<file path="src/rtl/snn_pkg.sv">
// Shared definitions for the spiking-network datapath: default sizes and the
// classifier's control state encoding.
package snn_pkg;

    localparam int unsigned DefNumOutputs = 100;
    localparam int unsigned DefCountWidth = 8;

    typedef enum logic [1:0] {
        StIdle  = 2'd0,
        StAccum = 2'd1,
        StScan  = 2'd2,
        StDone  = 2'd3
    } state_e;

endpackage

</file>
<file path="src/rtl/sat_counter.sv">
// Per-neuron spike counter: synchronous clear, increment that sticks at all-ones.
module sat_counter
    import snn_pkg::*;
#(
    parameter int unsigned COUNT_WIDTH = DefCountWidth
) (
    input  logic                   clk_i,
    input  logic                   rst_i,
    input  logic                   clr_i,
    input  logic                   inc_i,
    output logic [COUNT_WIDTH-1:0] count_o
);

    localparam logic [COUNT_WIDTH-1:0] CountMax = '1;

    logic [COUNT_WIDTH-1:0] count_q, count_d;

    always_comb begin
        count_d = count_q;
        if (clr_i) begin
            count_d = '0;
        end else if (inc_i && (count_q != CountMax)) begin
            count_d = count_q + COUNT_WIDTH'(1);
        end
    end

    always_ff @(posedge clk_i or posedge rst_i) begin
        if (rst_i) begin
            count_q <= '0;
        end else begin
            count_q <= count_d;
        end
    end

    assign count_o = count_q;

endmodule

</file>
<file path="src/rtl/spike_count_classifier.sv">
// Accumulates output-neuron spikes over a fixed window, then scans the counts
// one neuron per cycle to report the argmax as the classification result.
module spike_count_classifier
    import snn_pkg::*;
#(
    parameter int unsigned NUM_OUTPUTS = DefNumOutputs,
    parameter int unsigned COUNT_WIDTH = DefCountWidth,
    parameter int unsigned WINDOW      = 250,
    parameter int unsigned IDX_WIDTH   = (NUM_OUTPUTS > 1) ? $clog2(NUM_OUTPUTS) : 1
) (
    input  logic                   clk,
    input  logic                   rst,
    input  logic                   start,
    input  logic                   spike_valid,
    input  logic [NUM_OUTPUTS-1:0] spike_in,
    output logic                   busy,
    output logic                   result_valid,
    output logic [IDX_WIDTH-1:0]   winner_idx,
    output logic [COUNT_WIDTH-1:0] winner_count,
    output logic                   no_spikes
);

    localparam int unsigned TsWidth = (WINDOW > 1) ? $clog2(WINDOW) : 1;
    localparam logic [TsWidth-1:0]   TsLast  = TsWidth'(WINDOW - 1);
    localparam logic [IDX_WIDTH-1:0] IdxLast = IDX_WIDTH'(NUM_OUTPUTS - 1);

    state_e                 state_q, state_d;
    logic [TsWidth-1:0]     ts_q, ts_d;
    logic [IDX_WIDTH-1:0]   scan_idx_q, scan_idx_d;
    logic [IDX_WIDTH-1:0]   max_idx_q, max_idx_d;
    logic [COUNT_WIDTH-1:0] max_cnt_q, max_cnt_d;
    logic [IDX_WIDTH-1:0]   win_idx_q, win_idx_d;
    logic [COUNT_WIDTH-1:0] win_cnt_q, win_cnt_d;
    logic                   no_spikes_q, no_spikes_d;

    logic                   cnt_clr;
    logic [NUM_OUTPUTS-1:0] cnt_inc;
    logic [COUNT_WIDTH-1:0] counts [NUM_OUTPUTS];
    logic [COUNT_WIDTH-1:0] scan_cnt;

    always_comb begin
        cnt_clr = (state_q == StIdle) && start;
        cnt_inc = '0;
        if ((state_q == StAccum) && spike_valid) begin
            cnt_inc = spike_in;
        end
    end

    for (genvar i = 0; i < NUM_OUTPUTS; i++) begin : g_cnt
        sat_counter #(
            .COUNT_WIDTH(COUNT_WIDTH)
        ) u_sat_counter (
            .clk_i  (clk),
            .rst_i  (rst),
            .clr_i  (cnt_clr),
            .inc_i  (cnt_inc[i]),
            .count_o(counts[i])
        );
    end

    assign scan_cnt = counts[scan_idx_q];

    always_comb begin
        state_d     = state_q;
        ts_d        = ts_q;
        scan_idx_d  = scan_idx_q;
        max_idx_d   = max_idx_q;
        max_cnt_d   = max_cnt_q;
        win_idx_d   = win_idx_q;
        win_cnt_d   = win_cnt_q;
        no_spikes_d = no_spikes_q;

        unique case (state_q)
            StIdle: begin
                if (start) begin
                    state_d = StAccum;
                    ts_d    = '0;
                end
            end
            StAccum: begin
                if (spike_valid) begin
                    ts_d = ts_q + TsWidth'(1);
                    if (ts_q == TsLast) begin
                        state_d    = StScan;
                        scan_idx_d = '0;
                    end
                end
            end
            StScan: begin
                // Index 0 seeds the running max; strict compare keeps the lowest index on ties.
                if ((scan_idx_q == '0) || (scan_cnt > max_cnt_q)) begin
                    max_cnt_d = scan_cnt;
                    max_idx_d = scan_idx_q;
                end
                scan_idx_d = scan_idx_q + IDX_WIDTH'(1);
                if (scan_idx_q == IdxLast) begin
                    state_d     = StDone;
                    scan_idx_d  = '0;
                    win_idx_d   = max_idx_d;
                    win_cnt_d   = max_cnt_d;
                    no_spikes_d = (max_cnt_d == '0);
                end
            end
            StDone: begin
                state_d = StIdle;
            end
            default: begin
                state_d = StIdle;
            end
        endcase
    end

    always_ff @(posedge clk or posedge rst) begin
        if (rst) begin
            state_q     <= StIdle;
            ts_q        <= '0;
            scan_idx_q  <= '0;
            max_idx_q   <= '0;
            max_cnt_q   <= '0;
            win_idx_q   <= '0;
            win_cnt_q   <= '0;
            no_spikes_q <= 1'b0;
        end else begin
            state_q     <= state_d;
            ts_q        <= ts_d;
            scan_idx_q  <= scan_idx_d;
            max_idx_q   <= max_idx_d;
            max_cnt_q   <= max_cnt_d;
            win_idx_q   <= win_idx_d;
            win_cnt_q   <= win_cnt_d;
            no_spikes_q <= no_spikes_d;
        end
    end

    assign busy         = (state_q == StAccum) || (state_q == StScan);
    assign result_valid = (state_q == StDone);
    assign winner_idx   = win_idx_q;
    assign winner_count = win_cnt_q;
    assign no_spikes    = no_spikes_q;

endmodule

</file>
<file path="config.mk">
export PLATFORM = sky130hd
export DESIGN_NAME = spike_count_classifier
export DESIGN_NICKNAME = d
export VERILOG_FILES = /design/src/rtl/snn_pkg.sv /design/src/rtl/sat_counter.sv /design/src/rtl/spike_count_classifier.sv
export SDC_FILE = /design/constraint.sdc
export NUM_CORES = 2
export LEC_CHECK = 0
export CAP_MARGIN = 15
export CORE_MARGIN = 2
export CORE_UTILIZATION = 60
export CTS_CLUSTER_DIAMETER = 80
export DETAILED_ROUTE_END_ITERATION = 8
export PLACE_DENSITY = 0.88
export SLEW_MARGIN = 20
export SYNTH_ARGS = -nofsm -noshare
export SYNTH_HDL_FRONTEND = slang
export SYNTH_HIERARCHICAL = 1
export SYNTH_SLANG_ARGS = --single-unit
</file>
<file path="constraint.sdc">
create_clock -name clk -period 10.05 [get_ports clk]
set_input_delay 2.01 -clock clk [delete_from_list [all_inputs] [get_ports clk]]
set_output_delay 2.01 -clock clk [all_outputs]
set_load 0.1 [all_outputs]
</file>
* After elaboration in Yosys (flattened, before gate mapping) *
Index checks and enable logic that the tools add are counted.

storage, ports and cells
  logic and storage cells = 754
  bits in registers = 848
  input port bits = 104
  output and inout port bits = 18

cells by class
  bitwise logic cells = 1
  multiplexer cells = 219
  reduce and logical (&&, ||, !) cells = 213
  add/subtract/negate cells = 102
  equality and inequality tests = 109
  $lt $le $gt $ge = 2

operator list
  kind                                                            count
  8-bit 2-to-1 mux                                                206
  8-bit by 1-bit adder with 8-bit output (second input constant)  101
  8-bit != test (second input constant)                           100
  2-bit nonzero test                                              102
  1-bit logical AND                                               102
  100-bit 2-to-1 mux                                              1
  8-bit binary-select mux with 7-bit select                       1
  7-bit 2-to-1 mux                                                4
  8-bit case mux with 2 select lines                              1
  7-bit case mux with 2 select lines                              1
  8-bit equality test (second input constant)                     1
  8-bit greater-or-equal comparator (second input constant)       1
  8-bit greater-than comparator                                   1
  8-bit zero test                                                 1
  2-bit 2-to-1 mux                                                4
  7-bit inverter with 8-bit output                                1
  2-bit case mux with 4 select lines                              1
  7-bit by 1-bit adder with 7-bit output (second input constant)  1
  7-bit equality test (second input constant)                     1
  7-bit zero test                                                 1
  2-bit != test (second input constant)                           3
  3-bit AND reduction                                             2
  2-bit equality test (second input constant)                     2
  4-bit AND reduction                                             1
  other kinds (5)                                                 6

* Logic depth before layout (Yosys ltp) *
  depth after elaboration = 9
  mapped depth = 22

* By module *
The synthesis kept the hierarchy.

by module, submodules not included
  module                  cells each  area each (um^2)  times used
  sat_counter             49          504.2             100
  spike_count_classifier  998         10141.0           1

* Worst setup path before layout *
OpenSTA, ideal clock, no wires.

  path kind = input port to flip-flop
  from = in start
  to = reg g_cnt[0].u_sat_counter.count_q[3]
  required time = 9925 ps
  library setup time = 125 ps
  setup slack = 5712 ps
  arrival time = 4212 ps
  stages on the path = 4
  cell sequence = and2_1 -> clkbuf_1 -> nor2b_1 -> mux2_4

on the way
  longest elaborated chain between the ends = 2

RTL lines
  what                                                    RTL line                      text
  start: declaration                                      spike_count_classifier.sv:13  input logic start,
  1-bit logical AND *                                     spike_count_classifier.sv:42  cnt_clr = (state_q == StIdle) && start;
  8-bit 2-to-1 mux or 2-bit nonzero test (tied branches)  -
  end signal: assignment                                  sat_counter.sv:31             count_q <= count_d;
  end: declaration                                        sat_counter.sv:16             logic [COUNT_WIDTH-1:0] count_q, count_d;

Every way passes the cells marked *; elsewhere a longest branch is shown, timed or not.
A chain may end at the register's enable or synchronous reset.

* Worst setup path after layout *
  from = reg scan_idx_q[1]
  to = reg max_idx_q[2]

on the way
  longest elaborated chain between the ends = 7

RTL lines
  what                                                    RTL line                       text
  start: declaration                                      spike_count_classifier.sv:29   logic [IDX_WIDTH-1:0] scan_idx_q, scan_idx_d;
  start signal: assignment                                spike_count_classifier.sv:126  scan_idx_q <= scan_idx_d;
  7-bit inverter with 8-bit output (not written as such)  spike_count_classifier.sv:61   assign scan_cnt = counts[scan_idx_q];
  8-bit binary-select mux with 7-bit select               spike_count_classifier.sv:61
  8-bit 2-to-1 mux (not written as such) (2 in series)    spike_count_classifier.sv:61
  8-bit greater-than comparator                           spike_count_classifier.sv:91   if ((scan_idx_q == '0) || (scan_cnt > max_cnt_q)) begin
  1-bit logical OR *                                      spike_count_classifier.sv:91
  7-bit 2-to-1 mux *                                      spike_count_classifier.sv:91
  end signal: assignment                                  spike_count_classifier.sv:127  max_idx_q <= max_idx_d;
  end: declaration                                        spike_count_classifier.sv:30   logic [IDX_WIDTH-1:0] max_idx_q, max_idx_d;

Every way passes the cells marked *; elsewhere a longest branch is shown, timed or not. The select of a mux whose other input is x is not followed.

==> impl_metrics.yaml <==
job:
  cap_violations: 0
final_layout:
  nets: 6052
  nFillCells: 7311
  drive_gt1_share_pct: 19.7
  area_growth_pct: 6.87
global_routing:
  antenna_found_initial: 5
  grt_start_max_net_pins: 256
  track_usage_pct: 32.3
  grt_pass1_vias: 48000
  grt_pass1_wl_um: 267000
  grt_overflow: 0
timing:
  hold_violations: 0
  rsz0062_at_grt: "no"
  setup_viol: 0
  post-route-period-util_pct: 62.0
  tns_ns: 0
  slew_headroom_pct: 16.3
  skew_ns: 0.0334
  period_needed_ns: 6.23
  timing.final.max_slew_violations: 0
  fmax_mhz: 161
  layout_setup_ws_ns: 3.82
  worstMarginPinSlew_ns: 1.26
worst_setup_path:
  r2r_end: "max_idx_q[2]$_DFFE_PP0P_"
  cp.arrival_ns: 6.82
  path_class: "reg2reg"
  setup.worst_path.end_class: "register"
  r2r_start: "scan_idx_q[1]$_DFFE_PP0P_"
  critPathRequiredTime_ns: 10.64
  critPathMaxFanout: 104
  critPathBufInv: 1
  critPathMaxStageDelay_ns: 1.17
  ff2ff_setup_slack_ns: 3.82
  r2r_cells: 13
  worst_path_most_repeated_cell: "nand2_1"
  worstPathCellList: "buf_12, mux4_2, o21ai_0, nor4b_1, a211o_1, a21oi_1, ha_1, a211oi_1, nor2_1, o31ai_1, nand2_1, nand2_1, mux2_2"
  start_kind: "register"
  critPathSlowestCell: "dfrtp_4"
  path_delay_family: "simple AND/OR/NAND/NOR gates"
routing:
  first_iter_violations: 6412
  drt_first_pass_iters: 6
  num_vias: 49500
  drc: 0
  avgViaCountPerCell: 6.87
  ant_nets: 0
  wire_per_inst_um: 23.7
  wirelength_um: 171000
power_and_ir_drop:
  ir_worst_vdd_mv: 0.180
  leakage_nw: 28.1
  cellPowerDensity_nw_per_um2: 183
logic_synthesis:
  async_flop_share_pct: 100
  synth_top_area_cell: "dfrtp_1"
  ys_top_cells_by_area: "dfrtp_1 (35%), mux2_4 (10%), mux4_2 (5.1%)"
  syn_area_sq_um: 60600
  synth_fp_nets: 6119
  ys.flop_type: "dfrtp_1"
  netlist_instances: 5898
  synth_seq_cells: 848
  yosysUniqueCellTypes: 75
  avgSynthCellArea_sq_um: 10.3
  synth_top_area_share_pct: 35.0
  synth_edf_count: 0
  yosysWarnings: 6
  ys_seq_area_share_pct: 35.0
clocking:
  post-cts-setup-buffer-count: 0
  clk_path_buf_depth: 3
  clkTransAtPathRegs_ns: 0.07
  clock-sinks: 848
  clock-root-buffer: "clkbuf_16"
  cts_made_buffers: 96
  clk-insertion-delay-late_ns: 0.70
  postCtsResizedCells: 0
  cts_tree: "done"
  hold_buffers: 0
  cts_htree_levels: 3
floorplanning:
  die_x_um: 322
  rows: 116
  initial_core_util_pct: 60.5
  core_area_sq_um: 100000
  die_h_um: 322
  die_area_sq_um: 103000
  io_pins: 122
min_path:
  hold_class: "reg2reg"
  hold_depth: 2
  min_to: "max_idx_q[1]$_DFFE_PP0P_"
  holdCritStartpoint: "max_idx_q[1]$_DFFE_PP0P_"
placed_design:
  place_hpwl_um: 118000
  gp_congestion: 0.992
  io_buffers: 121
  dpl_worst_slack_ns: 3.99
run_status:
  status: "complete, no violations"
## sequential cells by signal, indices dropped and copies added, names as in the netlist, 2 cells and up
signal / count
g_cnt.u_sat_counter/count_o: 800
max_cnt_q: 8
max_idx_q: 7
scan_idx_q: 7
state_q: 2
ts_q: 8
winner_count: 8
winner_idx: 7
## worst register-to-register path: stages (launching register included)
cell      delay (ns)
dfrtp_4         1.17
buf_12          0.58
mux4_2          0.64
o21ai_0         0.16
nor4b_1         0.60
a211o_1         0.19
a21oi_1         0.11
ha_1            0.32
a211oi_1        0.21
nor2_1          0.08
o31ai_1         0.37
nand2_1         0.70
nand2_1         0.62
mux2_2          0.38
## cells by family after synthesis
kind of cell	share of synthesized area, %
and+or+nand+nor	22.5
buffers and inverters	4.96
AOI/OAI and AO/OA	15.3
adders and majority gates	2.42
muxes	19.7
xor gates and xnor gates	0.0578
DFF	35.0
## power breakdown
part | switching (W) | internal, W | total (W)
Clock | 0.00153 | 0.00209 | 0.00361
Sequential | 0.000716 | 0.00381 | 0.00452
Combinational | 0.00213 | 0.00159 | 0.00371
Total | 0.00437 | 0.00748 | 0.0118
## cells in the final DEF (no fill, tap or decap), types with 102 or more instances in the layout
| master | netlist | routed |
|---|---|---|
| o311a_1 | 102 | 102 |
| nand4b_1 | 102 | 102 |
| nand2b_1 | 106 | 106 |
| mux4_2 | 138 | 138 |
| inv_1 | 216 | 215 |
| mux2_4 | 403 | 403 |
| a21oi_1 | 229 | 229 |
| mux2i_1 | 209 | 209 |
| nand2_1 | 496 | 496 |
| ha_1 | 117 | 116 |
| clkdlybuf4s50_1 | 0 | 119 |
| o211a_1 | 102 | 102 |
| and3_1 | 207 | 207 |
| nor3_1 | 113 | 113 |
| nand4_1 | 214 | 214 |
| dfrtp_1 | 848 | 844 |
| nor2b_1 | 409 | 406 |
| nand3_1 | 218 | 218 |
| nor2_1 | 432 | 431 |
| a21oi_2 | 203 | 203 |
## cell usage after synthesis (all sizes together) (3+ instances only)
cell type	number
a2111oi	3
a211oi	108
a21boi	102
a21oi	432
a221oi	9
a22oi	31
a31oi	12
and2	6
and2b	100
and3	207
and4	100
buf	168
clkbuf	145
dfrtp	848
ha	117
inv	216
mux2	420
mux2i	209
mux4	156
nand2	496
nand2b	106
nand3	218
nand4	214
nand4b	102
nor2	432
nor2b	409
nor3	113
o2111ai	3
o211a	102
o211ai	6
o21ai	38
o21bai	100
o221ai	4
o22ai	10
o311a	102
o31a	3
o31ai	6
o41ai	3
or3	4
xor2	4
## final cells by class
cell class,count,area (sq um),share of cell area [%]
Clock inverter,39,423,0.653
Clock buffer,137,2780,4.29
Inverter,218,818,1.26
Sequential cell,848,21200,32.8
Timing Repair Buffer,148,1480,2.28
Tap cell,1298,1620,2.51
Multi-Input combinational cell,4519,36400,56.2
Antenna cell,1,2.50,0.00387
## through the flow
stage	cells	hold WS (ns)	cell area [sq um]	util (%)	total power [W]
global route	7208	0.526	64700	64.6	0.0124
CTS	7207	0.492	64700	64.6	0.0118
global placement	7031	0.481	61500	61.4	0.00795
finish	7208	0.488	64700	64.6	0.0118
floorplan	5898	0.449	60600	-	0.00718
detailed placement	7031	0.479	61500	61.4	0.00814
## worst max-delay path by stage
| stage | endpoint | cells past startpoint | start | slack [ns] |
|---|---|---|---|---|
| floorplan | g_cnt[0].u_sat_counter/count_o[3]$_DFFE_PP0P_ | 4 | start | 5.71 |
| global placement | no_spikes$_DFFE_PP0P_ | 15 | scan_idx_q[2]$_DFFE_PP0P_ | 3.99 |
| detailed placement | no_spikes$_DFFE_PP0P_ | 14 | scan_idx_q[1]$_DFFE_PP0P_ | 3.99 |
| CTS | no_spikes$_DFFE_PP0P_ | 14 | scan_idx_q[1]$_DFFE_PP0P_ | 3.96 |
| global route | no_spikes$_DFFE_PP0P_ | 14 | scan_idx_q[1]$_DFFE_PP0P_ | 3.45 |
| finish | max_idx_q[2]$_DFFE_PP0P_ | 13 | scan_idx_q[1]$_DFFE_PP0P_ | 3.82 |
## layer usage
metal | global-route usage [%] | vias up | wire length (um)
met5 | 0 | - | 56
met4 | 15.1 | 8 | 8700
li1 | - | 21600 | -
met3 | 7.05 | 566 | 16500
met2 | 50.9 | 2692 | 78500
met1 | 42.5 | 24600 | 67000
No activity file was read; power rests on OpenSTA's default activity.
